$ cat src/rtl/mem_access_arbiter_if.sv
// Bundle of request, grant, SRAM and status signals around the CiM
// temporary-result memory arbiter.
//
// Handshake: a source holds read_req/write_req (with addr/wdata stable) until
// it sees its grant bit. Grant is a single-cycle pulse. A request still high
// in the cycle after grant is a new access. Read data comes back later as a
// one-cycle rd_valid pulse tagged with the requester's bit. There is no
// backpressure on the return path.
interface mem_access_arbiter_if #(
  parameter int NUM_SRC = 7,
  parameter int ADDR_W  = 11,
  parameter int DATA_W  = 16,
  parameter int CNT_W   = 16
);
  // Requester side.
  logic                       arb_mode;
  logic [NUM_SRC-1:0]         read_req;
  logic [NUM_SRC-1:0]         write_req;
  logic [NUM_SRC*ADDR_W-1:0]  addr_table;
  logic [NUM_SRC*DATA_W-1:0]  write_data;
  logic [NUM_SRC-1:0]         grant;
  logic [NUM_SRC-1:0]         rd_valid;
  logic [DATA_W-1:0]          rd_data;

  // SRAM macro side.
  logic                       mem_en;
  logic                       mem_wen;
  logic [ADDR_W-1:0]          mem_addr;
  logic [DATA_W-1:0]          mem_wdata;
  logic [DATA_W-1:0]          mem_rdata;

  // Monitoring and debug.
  logic [CNT_W-1:0]           contention_cnt;
  logic                       illegal_req;
  logic                       dbg_state;

  // Arbiter view.
  modport master (
    input  arb_mode, read_req, write_req, addr_table, write_data, mem_rdata,
    output grant, rd_valid, rd_data, mem_en, mem_wen, mem_addr, mem_wdata,
    output contention_cnt, illegal_req, dbg_state
  );

  // Environment view: requesters plus the SRAM macro.
  modport slave (
    output arb_mode, read_req, write_req, addr_table, write_data, mem_rdata,
    input  grant, rd_valid, rd_data, mem_en, mem_wen, mem_addr, mem_wdata,
    input  contention_cnt, illegal_req, dbg_state
  );
endinterface

$ cat src/rtl/mem_access_arbiter.sv
// N-source arbiter for the single-port CiM temporary-result SRAM.
// It offers fixed-priority or round-robin selection, a registered SRAM command,
// a tagged read-return pipeline aligned to the SRAM read latency, and
// contention and illegal-request monitoring.
module mem_access_arbiter #(
  parameter int NUM_SRC = 7,
  parameter int ADDR_W  = 11,
  parameter int DATA_W  = 16,
  parameter int RD_LAT  = 2,
  parameter int CNT_W   = 16
) (
  input  logic                  clk,
  input  logic                  rst_n,
  mem_access_arbiter_if.master  bus
);

  localparam int IDX_W = (NUM_SRC > 1) ? $clog2(NUM_SRC) : 1;

  // ISSUE means a grant and an SRAM command are on the outputs this cycle.
  typedef enum logic {
    ST_IDLE  = 1'b0,
    ST_ISSUE = 1'b1
  } state_t;

  state_t                         r_state;
  logic [NUM_SRC-1:0]             r_grant;
  logic                           r_wen;
  logic [ADDR_W-1:0]              r_addr;
  logic [DATA_W-1:0]              r_wdata;
  logic [IDX_W-1:0]               r_last;
  logic [RD_LAT-1:0][NUM_SRC-1:0] r_tag;
  logic [CNT_W-1:0]               r_cnt;
  logic                           r_illegal;

  logic [NUM_SRC-1:0]             w_req;
  logic [NUM_SRC-1:0]             w_eligible;
  logic [NUM_SRC-1:0]             w_win_oh;
  logic [IDX_W-1:0]               w_win_idx;
  logic [IDX_W-1:0]               w_sel;
  logic                           w_found;
  int                             w_start;
  int                             w_pos;
  logic                           w_win_write;
  logic [ADDR_W-1:0]              w_win_addr;
  logic [DATA_W-1:0]              w_win_wdata;
  logic [NUM_SRC-1:0]             w_rd_push;
  logic                           w_contended;
  logic                           w_illegal_now;

  // A read and a write together collapse into one write request. A source
  // that holds a grant this cycle is excluded, so it cannot be issued twice.
  assign w_req         = bus.read_req | bus.write_req;
  assign w_eligible    = w_req & ~r_grant;
  assign w_contended   = ($countones(w_eligible) > 1);
  assign w_illegal_now = |(bus.read_req & bus.write_req);

  // Pick the winner. Fixed mode scans upward from 0. Round-robin scans from
  // the slot after the last winner and wraps.
  always_comb begin
    w_win_oh  = '0;
    w_win_idx = '0;
    w_found   = 1'b0;
    w_pos     = 0;
    w_sel     = '0;
    w_start   = (int'(r_last) >= NUM_SRC - 1) ? 0 : int'(r_last) + 1;
    for (int k = 0; k < NUM_SRC; k++) begin
      w_pos = bus.arb_mode ? ((w_start + k) % NUM_SRC) : k;
      w_sel = w_pos[IDX_W-1:0];
      if (!w_found && w_eligible[w_sel]) begin
        w_found          = 1'b1;
        w_win_idx        = w_sel;
        w_win_oh[w_sel]  = 1'b1;
      end
    end
  end

  // Mux the winning source's access type, address and write data.
  always_comb begin
    w_win_write = 1'b0;
    w_win_addr  = '0;
    w_win_wdata = '0;
    for (int i = 0; i < NUM_SRC; i++) begin
      if (w_win_oh[i]) begin
        w_win_write = bus.write_req[i];
        w_win_addr  = bus.addr_table[i*ADDR_W +: ADDR_W];
        w_win_wdata = bus.write_data[i*DATA_W +: DATA_W];
      end
    end
  end

  // Issue FSM. It registers the grant and SRAM command for the winner. When
  // idle, the address and data keep their last values.
  always_ff @(posedge clk or negedge rst_n) begin
    if (!rst_n) begin
      r_state <= ST_IDLE;
      r_grant <= '0;
      r_wen   <= 1'b0;
      r_addr  <= '0;
      r_wdata <= '0;
      r_last  <= '0;
    end else begin
      case (r_state)
        ST_IDLE, ST_ISSUE: begin
          if (w_found) begin
            r_state <= ST_ISSUE;
            r_grant <= w_win_oh;
            r_wen   <= w_win_write;
            r_addr  <= w_win_addr;
            r_wdata <= w_win_wdata;
            r_last  <= w_win_idx;
          end else begin
            r_state <= ST_IDLE;
            r_grant <= '0;
            r_wen   <= 1'b0;
          end
        end
        default: begin
          r_state <= ST_IDLE;
          r_grant <= '0;
          r_wen   <= 1'b0;
        end
      endcase
    end
  end

  // A read on the SRAM pins this cycle pushes its one-hot source tag.
  assign w_rd_push = (r_state == ST_ISSUE && !r_wen) ? r_grant : '0;

  // Tag shift register. Stage RD_LAT-1 lines up with mem_rdata for that read.
  always_ff @(posedge clk or negedge rst_n) begin
    if (!rst_n) begin
      r_tag <= '0;
    end else begin
      r_tag[0] <= w_rd_push;
      for (int s = 1; s < RD_LAT; s++) begin
        r_tag[s] <= r_tag[s-1];
      end
    end
  end

  // Saturating count of contended cycles and the sticky illegal-request flag.
  always_ff @(posedge clk or negedge rst_n) begin
    if (!rst_n) begin
      r_cnt     <= '0;
      r_illegal <= 1'b0;
    end else begin
      if (w_contended && (r_cnt != {CNT_W{1'b1}})) begin
        r_cnt <= r_cnt + 1'b1;
      end
      r_illegal <= r_illegal | w_illegal_now;
    end
  end

  assign bus.grant          = r_grant;
  assign bus.mem_en         = (r_state == ST_ISSUE);
  assign bus.mem_wen        = r_wen;
  assign bus.mem_addr       = r_addr;
  assign bus.mem_wdata      = r_wdata;
  assign bus.rd_valid       = r_tag[RD_LAT-1];
  // Gated so that rd_data is zero when nothing is returned, including in reset.
  assign bus.rd_data        = (|r_tag[RD_LAT-1]) ? bus.mem_rdata : '0;
  assign bus.contention_cnt = r_cnt;
  assign bus.illegal_req    = r_illegal;
  assign bus.dbg_state      = r_state;

endmodule

$ cat src/flat_wrapper.sv
// flat-port wrapper written by rule: the top's interface ports become plain ports
module mem_access_arbiter_flat 
#(
  parameter int NUM_SRC = 7,
  parameter int ADDR_W  = 11,
  parameter int DATA_W  = 16,
  parameter int RD_LAT  = 2,
  parameter int CNT_W   = 16
)
  (clk, rst_n, bus_arb_mode, bus_read_req, bus_write_req, bus_addr_table, bus_write_data, bus_mem_rdata, bus_grant, bus_rd_valid, bus_rd_data, bus_mem_en, bus_mem_wen, bus_mem_addr, bus_mem_wdata, bus_contention_cnt, bus_illegal_req, bus_dbg_state);
  mem_access_arbiter_if #(.NUM_SRC(NUM_SRC), .ADDR_W(ADDR_W), .DATA_W(DATA_W), .CNT_W(CNT_W)) bus_i ();
  input  logic clk;
  input  logic rst_n;
  input wire logic [$bits(bus_i.arb_mode)-1:0] bus_arb_mode;
  input wire logic [$bits(bus_i.read_req)-1:0] bus_read_req;
  input wire logic [$bits(bus_i.write_req)-1:0] bus_write_req;
  input wire logic [$bits(bus_i.addr_table)-1:0] bus_addr_table;
  input wire logic [$bits(bus_i.write_data)-1:0] bus_write_data;
  input wire logic [$bits(bus_i.mem_rdata)-1:0] bus_mem_rdata;
  output wire logic [$bits(bus_i.grant)-1:0] bus_grant;
  output wire logic [$bits(bus_i.rd_valid)-1:0] bus_rd_valid;
  output wire logic [$bits(bus_i.rd_data)-1:0] bus_rd_data;
  output wire logic [$bits(bus_i.mem_en)-1:0] bus_mem_en;
  output wire logic [$bits(bus_i.mem_wen)-1:0] bus_mem_wen;
  output wire logic [$bits(bus_i.mem_addr)-1:0] bus_mem_addr;
  output wire logic [$bits(bus_i.mem_wdata)-1:0] bus_mem_wdata;
  output wire logic [$bits(bus_i.contention_cnt)-1:0] bus_contention_cnt;
  output wire logic [$bits(bus_i.illegal_req)-1:0] bus_illegal_req;
  output wire logic [$bits(bus_i.dbg_state)-1:0] bus_dbg_state;
  assign bus_i.arb_mode = bus_arb_mode;
  assign bus_i.read_req = bus_read_req;
  assign bus_i.write_req = bus_write_req;
  assign bus_i.addr_table = bus_addr_table;
  assign bus_i.write_data = bus_write_data;
  assign bus_i.mem_rdata = bus_mem_rdata;
  assign bus_grant = bus_i.grant;
  assign bus_rd_valid = bus_i.rd_valid;
  assign bus_rd_data = bus_i.rd_data;
  assign bus_mem_en = bus_i.mem_en;
  assign bus_mem_wen = bus_i.mem_wen;
  assign bus_mem_addr = bus_i.mem_addr;
  assign bus_mem_wdata = bus_i.mem_wdata;
  assign bus_contention_cnt = bus_i.contention_cnt;
  assign bus_illegal_req = bus_i.illegal_req;
  assign bus_dbg_state = bus_i.dbg_state;
  mem_access_arbiter #(.NUM_SRC(NUM_SRC), .ADDR_W(ADDR_W), .DATA_W(DATA_W), .RD_LAT(RD_LAT), .CNT_W(CNT_W)) u_core (.clk(clk), .rst_n(rst_n), .bus(bus_i));
endmodule
$ cat config.mk
export PLATFORM = sky130hd
export DESIGN_NAME = mem_access_arbiter_flat
export DESIGN_NICKNAME = d
export VERILOG_FILES = /design/src/rtl/mem_access_arbiter_if.sv /design/src/rtl/mem_access_arbiter.sv /design/src/flat_wrapper.sv
export SDC_FILE = /design/constraint.sdc
export NUM_CORES = 1
export LEC_CHECK = 0
export BUFFER_PORTS_ARGS = -buffer_cell sky130_fd_sc_hd__buf_4
export CAP_MARGIN = 0
export CORE_MARGIN = 2
export CORE_UTILIZATION = 45
export CTS_CLUSTER_SIZE = 40
export DETAILED_ROUTE_END_ITERATION = 8
export PLACE_DENSITY = 0.85
export SLEW_MARGIN = 25
export SYNTH_ARGS = -nofsm -noshare
export SYNTH_HDL_FRONTEND = slang
export SYNTH_SLANG_ARGS = --single-unit
$ cat constraint.sdc
create_clock -name clk -period 16.2 [get_ports clk]
set_input_delay 3.24 -clock clk [delete_from_list [all_inputs] [get_ports clk]]
set_output_delay 3.24 -clock clk [all_outputs]
set_load 0.01 [all_outputs]
* Word level (Yosys, flattened, before mapping)
Index checks and enable logic that the tools add are counted.
** Word-level totals
- Register bits after elaboration :: 70
- Word-level logic and storage cells :: 166
- Output and inout port bits :: 77
** Operators by class
- Div/mod/pow operators :: 7
- Bitwise gates (word level) :: 11
- $lt $le $gt $ge :: 16
- Reduce and logical (&&, ||, !) cells :: 24
- Multiplexer cells :: 83
- Add/sub/neg operators :: 14
- Equality and inequality tests :: 1
** Operators by type and width (number)
- modulo 32 x 4 -> 32 bit (second input constant) :: 7
- two-way mux 16 bit :: 8
- adder 32 x 4 -> 32 bit (second input constant) :: 3
- two-way mux 11 bit :: 7
- adder 32 x 3 -> 32 bit (second input constant) :: 2
- adder 32 bit :: 2
- two-way mux 7 bit :: 9
- bitwise OR 7 bit :: 7
- two-way mux 3 bit :: 14
- adder 32 x 1 -> 32 bit :: 1
- adder 32 x 2 -> 32 bit (second input constant) :: 1
- > comparator 32 x 2 -> 1 bit (second input constant) :: 1
- two-way mux 32 bit :: 1
- two-way mux 1 bit :: 30
- < comparator 3 x 4 -> 1 bit (second input constant) :: 7
- binary-select mux 1 bit (select 3 bit) :: 7
- demux 1 bit (select 3 bit) :: 7
- greater-or-equal comparator 3 x 1 -> 1 bit (second input constant) :: 7
- adder 16 x 1 -> 16 bit (second input constant) :: 1
- != test 16 bit (second input constant) :: 1
- logical AND 1 bit :: 15
- bitwise AND 7 bit :: 2
- OR reduction 7 bit :: 2
- zero test 1 bit :: 7
- 5 further kinds :: 7

* Logic depth before layout (Yosys ltp)
Gate-level depths: netlist of run 1.
- Word-level depth :: 33
- Depth in mapped cells :: 34

* Worst setup path after synthesis of run 1
No wires, ideal clock.
- Kind :: reg-to-reg
- Start point :: reg u_core.r_last[0]
- End point :: reg u_core.r_wdata[2] (netlist: u_core.bus.mem_wdata[2])
- Period minus slack after synthesis :: 6786 ps
- Cell stages (with the launch flop) :: 30
- Required time :: 16062 ps
- Data arrival time :: 6648 ps
- Slack :: 9414 ps
- Cells stage by stage :: dfrtp_1 -> clkbuf_1 -> inv_1 -> ha_1 -> o21a_1 -> nor2_1 -> clkbuf_1 -> buf_1 -> inv_1 -> ha_1 -> and3b_1 -> a211o_4 -> o21ai_0 -> ha_1 -> inv_1 -> a2111oi_4 -> nor3_2 -> or3_1 -> clkbuf_2 -> or3_1 -> a211oi_2 -> nand2b_4 -> nor3_2 -> a221oi_2 -> o31ai_1 -> clkbuf_1 -> buf_2 -> and2_1 -> a2111oi_0 -> o31ai_2
** Between the ends
- Word-level cells in the longest chain between the ends :: 32
- Elaborated cells between the ends (all ways) :: 111
** Ends and longest elaborated chain
- start: declaration :: RTL line mem_access_arbiter.sv:30 : logic [IDX_W-1:0] r_last;
- start signal: assignment :: RTL line mem_access_arbiter.sv:110 : r_last <= w_win_idx;
- adder 3 x 1 -> 4 bit / greater-or-equal comparator 3 bit (equally long branches) :: RTL line mem_access_arbiter.sv:65 : w_start = (int'(r_last) >= NUM_SRC - 1) ? 0 : int'(r_last) + 1;
- two-way mux 32 bit * :: RTL line mem_access_arbiter.sv:65
- branches (longest 30 deep; another with adder 32 x 2 -> 32 bit)
- end signal: assignment :: RTL line mem_access_arbiter.sv:109 : r_wdata <= w_win_wdata;
- end: declaration :: RTL line mem_access_arbiter.sv:29 : logic [DATA_W-1:0] r_wdata;
Mark *: on every way between the ends. The select of a mux whose other input is x is not followed.
A chain may end at the register's enable or synchronous reset.

* Worst setup path in the final report of run 1
- Start point :: reg u_core.r_last[0]
- End point :: reg u_core.r_addr[10] (netlist: u_core.bus.mem_addr[10])
** Between the ends
- Word-level cells in the longest chain between the ends :: 32
- Elaborated cells between the ends (all ways) :: 111
** Ends and longest elaborated chain
- adder 3 x 1 -> 4 bit / greater-or-equal comparator 3 bit (equally long branches) :: RTL line mem_access_arbiter.sv:65
- two-way mux 32 bit * :: RTL line mem_access_arbiter.sv:65
- branches (longest 30 deep; another with adder 32 x 2 -> 32 bit)
- end signal: assignment :: RTL line mem_access_arbiter.sv:108 : r_addr <= w_win_addr;
- end: declaration :: RTL line mem_access_arbiter.sv:28 : logic [ADDR_W-1:0] r_addr;
Marked as above.

==> reports/metrics.yaml, run 1 <==
syn_area_um2: 8130
yosys.area_share.simple_pct: 26.3
dpl_cell_area_um2: 10400
place_inst: 1474
cts_buffers: 9
grt_start_max_net_pins: 71
synthAdderAreaFrac_pct: 6.83
fin_ws_ns: 7.01
crit_top_cell: "ha_1"
holdBufCountCts: 0
critical_path_required_ns: 16.41
vias: 9752
clkTransAtPathRegs_ns: 0.06
start_util_pct: 45.6
ant_nets: 0
worstPathCellList: "inv_1, ha_1, o21ai_2, nand2_1, inv_1, ha_1, ha_1, and3b_1, a21oi_1, o21ai_0, ha_1, inv_1, a2111oi_4, nand2_1, a2111oi_0, a32o_1, a211oi_2, o21ai_1, nor2_1, a221oi_2, o311a_2, nand2_2, a2111oi_0, o31ai_2"
place_hpwl_um: 27600
grt_overflow: 0
cp-end-kind: "flop"
synth-async-reset-ratio_pct: 100
synthFlopType: "dfrtp_1"
drv_cap: 0
cts.sinks: 70
drtIter0Drc: 1294
synth_edf_count: 0
slew_headroom_pct: 36.4
track_usage_pct: 35.7
critPathMaxStageDelay_ns: 0.83
wire_per_inst_um: 23.8
grt_pass1_wl_um: 53800
ys_seq_area_share_pct: 21.5
root_buffer: "clkbuf_16"
fmax_ghz: 0.109
routed_wl_um: 35400
crit_path_max_fanout: 29
cts_setup_buffers: 0
worstSkewPairLatency_ns: 0.35
ys_ff_latch: 70
outcome: "finished, final reports clean"
syn-instance-count: 1006
final_layout_size_suffix_gt1_share_pct: 31.8
synth.distinct_cells: 100
drc_errors: 0
htreeDepth: 3
avgSynthCellArea_um2: 8.09
synthXorXnorAreaFrac_pct: 2.69
fin_cells: 1491
fp.dieArea_um2: 19200
synthMuxAreaShare_pct: 2.98
nets: 1520
fin_tns_setup_ns: 0
cp-start-kind: "flop"
cts_tree: "done"
hold_violations: 0
stdcell_area_um2: 10700
row_count: 49
clock_path_buffers: 2
min_period_ns: 9.19
fin_skew_ns: 0.00649
finalMaxSlewViolations: 0
worstHoldPathType: "reg -> reg"
synth_compound_area_share_pct: 33.1
core-area_um2: 17800
gp_congestion: 1.01
area_growth_pct: 31.5
antenna_found_initial: 2
cp_data_arrival_time_ns: 9.40
dr.pass1.iters: 9
synth_top_family_by_area: "compound AO/OA/AOI/OAI gates"
setup_viol: 0
port-buffer-count: 298
yosysWarnings: 0
rsz0062_at_grt: "no"
io_pins: 299
cp_slowest_cell: "a2111oi_0"
dieWidth_um: 138
period_share_pct: 56.7
die_y_um: 138
grt_pass1_vias: 9230
worstMarginPinSlew_ns: 0.954
cts_resized: 0
vias_per_cell: 6.54
critical_path_class: "reg -> reg"
place_ws_ns: 7.30
[cells in the final DEF, fill, tap and decap left out, types with 7 or more instances in the layout]
| cell | instances |
|---|---|
| mux2i_1 | 13 |
| nor2_1 | 64 |
| a222oi_1 | 27 |
| o31ai_1 | 13 |
| or3_1 | 13 |
| a31oi_1 | 8 |
| and3_1 | 8 |
| a21oi_1 | 38 |
| ha_1 | 38 |
| o211ai_1 | 18 |
| nor2b_1 | 40 |
| o21ai_0 | 45 |
| nand3_1 | 39 |
| dfrtp_1 | 70 |
| clkbuf_16 | 9 |
| xor2_1 | 7 |
| nor3_1 | 23 |
| nand2b_1 | 7 |
| inv_1 | 33 |
| xnor2_1 | 18 |
| a2111oi_0 | 32 |
| nor4_1 | 11 |
| or2_2 | 16 |
| nand2_1 | 70 |
| o31ai_2 | 20 |
| a211oi_1 | 10 |
| buf_4 | 308 |
| and2_1 | 52 |
| o22ai_1 | 30 |
| nand4_1 | 13 |
[synth_stat cells (14+ instances only)]
cell type / n / area share, %
a2111oi_0: 32 / 3.4
a21oi_1: 38 / 2.3
a222oi_1: 27 / 3.3
and2_1: 52 / 4.0
buf_2: 18 / 1.1
clkbuf_1: 37 / 1.7
dfrtp_1: 70 / 22
ha_1: 38 / 5.8
inv_1: 33 / 1.5
nand2_1: 70 / 3.2
nand3_1: 39 / 2.4
nor2_1: 64 / 3.0
nor2b_1: 40 / 3.1
nor3_1: 24 / 1.5
o211ai_1: 18 / 1.7
o21ai_0: 45 / 2.8
o22ai_1: 30 / 2.3
o31ai_1: 14 / 1.3
o31ai_2: 20 / 3.1
or2_2: 16 / 1.2
xnor2_1: 18 / 1.9
[area by class of cell]
class | instances | area, um2
fillers | 1577 | 7150
multi-input cells | 829 | 5910
repair buffers | 309 | 2320
flip-flops and latches | 70 | 1750
well taps | 229 | 287
clock buffers | 10 | 239
inverters | 37 | 139
clock inverters | 6 | 45.0
diodes | 1 | 2.50
[worst max-delay path: cells and delay by family, from the launching register on]
kind            cells  cell delay (ns)
simple gates        5             1.55
compound gates     12             4.78
buf+inv             3             0.73
fa+ha+maj           4             1.35
flops               1             0.59
[layer usage]
layer  global-route usage [%]  wire length, um  vias to the layer above  part of all wire, %
li1                         -                -                     4382                    -
met1                     45.5            13600                     4652                   38
met2                     58.1            16600                      633                   47
met3                     9.91             3900                       83                   11
met4                     12.9             1350                        2                  3.8
met5                        0               14                        -                0.040
[worst paths after layout]
kind                                  start                      endpoint  cells past startpoint  slack [ns]
setup reg to reg           u_core.r_last[0]       u_core.bus.mem_addr[10]                     24        7.01
hold / removal              u_core.r_tag[5]        u_core.bus.rd_valid[5]                      0        0.35
hold reg to reg             u_core.r_tag[5]        u_core.bus.rd_valid[5]                      0        0.35
min in group asynchronous             rst_n  u_core.bus.contention_cnt[9]                      1        3.03
setup / recovery           u_core.r_last[0]       u_core.bus.mem_addr[10]                     24        7.01
max in group asynchronous             rst_n        u_core.bus.mem_addr[1]                      1       12.54
[metrics by stage]
stage	util [%]	hold WS, ns
2_1_floorplan	-	0.331
3_3_place_gp	58.3	0.332
3_5_place_dp	58.3	0.336
4_1_cts	59.9	0.357
5_1_grt	59.9	0.364
6_report	59.9	0.354
[state kept, by name, indices dropped and copies added (netlist names)]
name / count
u_core.bus.dbg_state: 1
u_core.bus.illegal_req: 1
u_core.bus.mem_wdata: 16
u_core.bus.contention_cnt: 16
u_core.bus.rd_valid: 7
u_core.r_last: 3
u_core.r_tag: 7
u_core.bus.mem_addr: 11
u_core.bus.mem_wen: 1
u_core.bus.grant: 7
[logic make-up (layout without fill, tap and decap cells)]
| kind of cell | Yosys count | in the layout |
|---|---|---|
| buf+inv | 111 | 362 |
| mux | 21 | 21 |
| compound gates | 342 | 342 |
| flops | 70 | 70 |
| simple gates | 393 | 393 |
| fa+ha+maj | 42 | 42 |
| other cells | 2 | 7 |
| xor+xnor | 25 | 25 |
Power of run 1 is not shown: default switching activity piles up to over one toggle a cycle in this logic, so the estimate is an artifact.
==> run 2: changes to the inputs <==
- PLACE_DENSITY: 0.85 -> 0.88
- clock period: 16.2 -> 7.5 ns (I/O delays scaled with it)
==> reports/metrics.yaml, run 2 (synthesized netlist as in run 1, its figures left out) <==
drtIter0Drc: 1352  # +4.5%
crit_path_max_fanout: 28  # -3.4%
critical_path_required_ns: 7.72  # -8.69 ns
area_growth_pct: 33.7
fp.dieArea_um2: 19200  # unchanged
grt_start_max_net_pins: 71  # unchanged
grt_pass1_vias: 9104  # -1.4%
r2r_start: "u_core.r_last[1]"
drc_errors: 3  # +3
fin_tns_setup_ns: 0  # unchanged
cts_buffers: 9  # unchanged
vias: 9920  # +1.7%
cts_tree: "done"
finalMaxSlewViolations: 0  # unchanged
ant_nets: 0  # unchanged
place_ws_ns: 0.286  # -7.01 ns
hp-start: "u_core.r_tag[1]"
most-common-layout-cells: "buf_4, nand2_1, dfrtp_1"
final_layout_size_suffix_gt1_share_pct: 32.9  # +1.1 points
whs_path_depth: 0  # unchanged
wire_per_inst_um: 23.1  # -2.6%
htreeDepth: 3  # unchanged
clock_path_buffers: 2  # unchanged
nFillCells: 1533  # -2.8%
port-buffer-count: 298  # unchanged
grt_pass1_wl_um: 52100  # -3.3%
cp-start-kind: "flop"
cp_data_arrival_time_ns: 7.35  # -2.05 ns
io_pins: 299  # unchanged
fin_ws_ns: 0.369  # -6.64 ns
die_y_um: 138  # unchanged
track_usage_pct: 34.0  # -1.7 points
violations: "DRC"
routed_wl_um: 34700  # -2.0%
clkTransAtPathRegs_ns: 0.06  # about the same
setup_viol: 0  # unchanged
layout_commonest_cell: "buf_4"
period_share_pct: 95.1  # +38 points
dr.pass1.iters: 9  # unchanged
fmax_ghz: 0.140  # +29%
worstMarginPinSlew_ns: 1.10  # +0.150 ns
r2r_end: "u_core.bus.mem_wen"
n_antenna_cell: 0  # -1
stdcell_area_um2: 10900  # +1.7%
multiInputGateArea_um2: 5970  # +1.1%
reg2reg_depth: 22  # -8.3%
min_to: "u_core.bus.rd_valid[1]"
nets: 1531  # +0.72%
root_buffer: "clkbuf_16"
worstHoldPathType: "reg -> reg"
grt_overflow: 0  # unchanged
cts.sinks: 70  # unchanged
ff2ff_setup_slack_ns: 0.37  # -6.64 ns
critical_path_class: "reg -> reg"
dpl_cell_area_um2: 10500  # +0.81%
antenna_found_initial: 0  # -2
dieWidth_um: 138  # unchanged
core-area_um2: 17800  # unchanged
min_period_ns: 7.13  # -2.06 ns
cp-end-kind: "flop"
slew_headroom_pct: 26.0  # -10 points
row_count: 49  # unchanged
worstSkewPairLatency_ns: 0.34  # about the same
drv_cap: 0  # unchanged
vias_per_cell: 6.61  # +1.0%
place_hpwl_um: 27000  # -2.1%
start_util_pct: 45.6  # unchanged
gp_congestion: 1.03  # +2.0%
fin_skew_ns: 0.00979  # +0.00329 ns
rsz0062_at_grt: "no"
outcome: "finished with violations"
hold_violations: 0  # unchanged
cts_setup_buffers: 0  # unchanged
regArea_um2: 1750  # about the same
==> run 2: repair_timing <==
action                     CTS  global route
setup endpoints to repair    0            28
gates resized for setup      0            27
hold buffers                 0             0
==> run 2: worst max-delay path, stage by stage (launching register included) <==
cell and delay (ns):
dfrtp_1 0.52, ha_1 0.37, or4b_4 0.66, nand2_4 0.21
ha_1 0.32, and3b_1 0.23, a211o_4 0.35, o21ai_1 0.22
ha_1 0.31, inv_1 0.16, a2111oi_4 0.37, nand2_1 0.13
a2111oi_1 0.60, a32o_1 0.22, a211oi_2 0.07, o21ai_1 0.25
nor2_1 0.17, a221oi_1 0.39, and3_1 0.28, buf_4 0.37
inv_1 0.10, a221o_1 0.34, a221o_1 0.33
==> run 2: metrics by stage <==
step,cells,util (%),hold WS [ns]
floorplan,1010,-,0.331
global placement,1484,58.8,0.332
detailed placement,1484,58.8,0.336
CTS,1500,60.5,0.349
global route,1501,60.9,0.350
finish,1501,60.9,0.345
==> run 2: cell type report <==
class | instances | area share [%]
Multi-Input combinational cell | 830 | 55.0
Timing Repair Buffer | 319 | 22.2
Sequential cell | 70 | 16.1
Tap cell | 229 | 2.64
Clock buffer | 10 | 2.20
Inverter | 37 | 1.28
Clock inverter | 6 | 0.633
==> run 2: worst max-delay path by stage <==
stage | from | to | slack [ns] | cells past startpoint
floorplan | u_core.r_last[0] | u_core.bus.mem_wdata[2] | 0.71 | 29
detailed placement | u_core.r_last[1] | u_core.bus.mem_wdata[5] | 0.29 | 22
global placement | u_core.r_last[0] | u_core.bus.mem_wdata[12] | 0.55 | 24
finish | u_core.r_last[1] | u_core.bus.mem_wen | 0.37 | 22
CTS | u_core.r_last[1] | u_core.bus.mem_wdata[5] | 0.25 | 22
global route | u_core.r_last[1] | u_core.bus.mem_wen | 0.03 | 22
==> run 2: metal layers <==
layer  global-route usage, %  share of wire (%)  up-vias
li1                        -                  -     4398
met1                    44.4                 38     4692
met2                    55.8                 47      715
met3                    6.93                 11      115
met4                    12.8                4.5        0
met5                       0                  0        -
Power of run 2 is left out for the same reason.
==> run 3: changes to the inputs <==
- ABC_AREA: unset -> 1
- PLACE_DENSITY: 0.88 -> 0.89
==> reports/metrics.yaml, run 3 <==
worstSetupStartpoint: "u_core.r_last[0]"
layout_commonest_cell: "nand2_1"
place_inst: 1633  # +10%
nFillCells: 1490  # -2.8%
synth_top_family_by_area: "simple AND/OR/NAND/NOR gates"
worstSkewPairLatency_ns: 0.34  # about the same
cts_resized: 0  # unchanged
ys_seq_area_share_pct: 23.7  # +2.1 points
clkTransAtPathRegs_ns: 0.06  # about the same
critical_path_class: "reg -> reg"
fp.dieArea_um2: 17500  # -8.7%
ir_worst_vdd_mv: 0.385
dieWidth_um: 132  # -4.4%
synth_edf_count: 0  # unchanged
cts.sinks: 70  # unchanged
comb_power_share_pct: 81.9
whs_path_depth: 0  # unchanged
drv_cap: 0  # unchanged
worstMarginPinSlew_ns: 0.971  # -0.133 ns
track_usage_pct: 30.8  # -3.3 points
cts_setup_buffers: 0  # unchanged
most-common-layout-cells: "nand2_1, buf_4, inv_1, nand3_1, nor2_1"
ant_nets: 0  # unchanged
synthFlopType: "dfrtp_1"
synth_compound_area_share_pct: 11.9  # -21 points
reg2reg_depth: 33  # +50%
vias_per_cell: 5.39  # -18%
crit_path_max_fanout: 19  # -32%
yosys.area_share.simple_pct: 43.8  # +18 points
path_delay_family: "simple AND/OR/NAND/NOR gates"
nets: 1692  # +11%
syn-instance-count: 1149  # +14%
synthAdderAreaFrac_pct: 7.50  # +0.67 points
synth-async-reset-ratio_pct: 100  # unchanged
finalMaxSlewViolations: 0  # unchanged
core-area_um2: 16000  # -10%
grt_pass1_vias: 8374  # -8.0%
io_pins: 299  # unchanged
p_leak_nw: 5.31
ys_ff_latch: 70  # unchanged
wire_per_inst_um: 16.8  # -27%
drc_errors: 0  # -3
yosysTopAreaCell: "dfrtp_1"
hp-start: "u_core.r_tag[2]"
critPathMaxStageDelay_ns: 0.62  # -0.04 ns
vias: 8886  # -10%
setup_viol: 0  # unchanged
synth_area_leaders: "dfrtp_1, nand2_1, nand3_1"
period_share_pct: 79.6  # -15 points
clock_path_buffers: 2  # unchanged
ff2ff_setup_slack_ns: 1.53  # +1.16 ns
n_antenna_cell: 0  # unchanged
start_util_pct: 46.3  # +0.69 points
yosys.area.top_type_share_pct: 23.7  # +2.1 points
avgSynthCellArea_um2: 6.45  # -20%
synth.distinct_cells: 56  # -44%
grt_pass1_wl_um: 42900  # -18%
synth_most_common_cell: "nand2_1"
port-buffer-count: 298  # unchanged
crit_buf_inv: 6  # +3
ys_top_cells_by_count: "nand2_1, inv_1, nand3_1, nor2_1, dfrtp_1"
area_growth_pct: 35.2
p_int_mw: 2.45
dr.pass1.iters: 5  # -4
routed_wl_um: 27700  # -20%
yosysWarnings: 0  # unchanged
antenna_found_initial: 0  # unchanged
cp_data_arrival_time_ns: 6.24  # -1.11 ns
seqPwrFrac_pct: 11.0
fmax_ghz: 0.167  # +19%
syn_area_um2: 7410  # -9.0%
fin_cells: 1649  # +9.9%
crit_top_cell: "nand2_1"
grt_start_max_net_pins: 71  # unchanged
outcome: "finished, final reports clean"
min_period_ns: 5.97  # -1.16 ns
worstHoldPathType: "reg -> reg"
synthXorXnorAreaFrac_pct: 2.25  # -0.44 points
place_hpwl_um: 22100  # -18%
die_y_um: 132  # -4.4%
p_clk_share_pct: 7.2
cp-end-kind: "flop"
gp_congestion: 1.00  # -3.1%
regArea_um2: 1750  # about the same
fin_tns_setup_ns: 0  # unchanged
p_switching_mw: 3.47
cts_buffers: 9  # unchanged
grt_overflow: 0  # unchanged
hold_violations: 0  # unchanged
synthMuxAreaShare_pct: 0.304  # -2.7 points
row_count: 46  # -6.1%
cp_slowest_cell: "nand3_1"
htreeDepth: 3  # unchanged
critical_path_required_ns: 7.77  # +0.05 ns
rsz0062_at_grt: "no"
drtIter0Drc: 637  # -53%
final_layout_size_suffix_gt1_share_pct: 27.8  # -5.2 points
fin_skew_ns: 0.00873  # -0.00106 ns
slew_headroom_pct: 34.8  # +8.9 points
holdWs_ns: 0.347  # +0.00229 ns
holdBufCountCts: 0  # unchanged
power_density_nw_per_um2: 591
switching_share_pct: 58.6
cp-start-kind: "flop"
multiInputGateArea_um2: 4910  # -18%
path_depth: 33  # +50%
cts_tree: "done"
r2r_start: "u_core.r_last[0]"
root_buffer: "clkbuf_16"
-- run 3: worst paths after layout --
check / to
setup / recovery: u_core.bus.mem_wdata[14]
hold / removal: u_core.bus.rd_valid[2]
setup reg to reg: u_core.bus.mem_wdata[14]
hold reg to reg: u_core.bus.rd_valid[2]
max in group asynchronous: u_core.r_last[0]
min in group asynchronous: u_core.bus.contention_cnt[14]
-- run 3: power by group through the flow --
stage | Clock, mW | Combinational (mW) | Sequential (mW)
2_1_floorplan | 0 | 3.54 | 0.680
6_report | 0.424 | 4.84 | 0.649
5_1_grt | 0.445 | 5.41 | 0.662
4_1_cts | 0.427 | 4.76 | 0.646
3_5_place_dp | 0 | 4.74 | 0.647
3_3_place_gp | 0 | 4.64 | 0.644
-- run 3: worst register-to-register path: cells and delay by family (launching register included) --
family,cells,cell delay [ns]
and+or+nand+nor,21,3.34
buffers and inverters,6,1.11
adders and majority gates,3,0.79
DFF,1,0.42
xor gates and xnor gates,1,0.13
AOI/OAI and AO/OA,2,0.11
-- run 3: cell families after synthesis --
family / after synthesis
compound gates: 138
xor+xnor: 19
buf+inv: 172
flops: 70
mux: 2
other cells: 2
simple gates: 704
fa+ha+maj: 42
-- run 3: per-layer routing --
layer | GRT usage, % | vias up | routed length, um
met2 | 53.4 | 492 | 13200
met5 | 0 | - | 0
met1 | 36.8 | 3993 | 10700
met3 | 6.84 | 76 | 2620
met4 | 12.9 | 0 | 1200
li1 | - | 4325 | -
-- run 3: cell type report --
cell class / count / share of cell area (%)
Timing Repair Buffer: 306 / 22.9
Multi-Input combinational cell: 911 / 49.0
Inverter: 130 / 4.90
Clock inverter: 5 / 0.587
Clock buffer: 11 / 2.32
Tap cell: 216 / 2.70
Sequential cell: 70 / 17.5
-- run 3: stage by stage --
step | util, % | area [um2] | total power, mW | setup slack (ns)
after floorplan | - | 7420 | 4.22 | 2.58
after global placement | 60.7 | 9710 | 5.29 | 1.73
after detailed placement | 60.7 | 9720 | 5.39 | 1.55
after CTS | 62.6 | 10000 | 5.84 | 1.50
after global routing | 62.6 | 10000 | 6.52 | 0.904
final | 62.6 | 10000 | 5.92 | 1.53
Note: power is estimated with default switching activity, not from simulation.
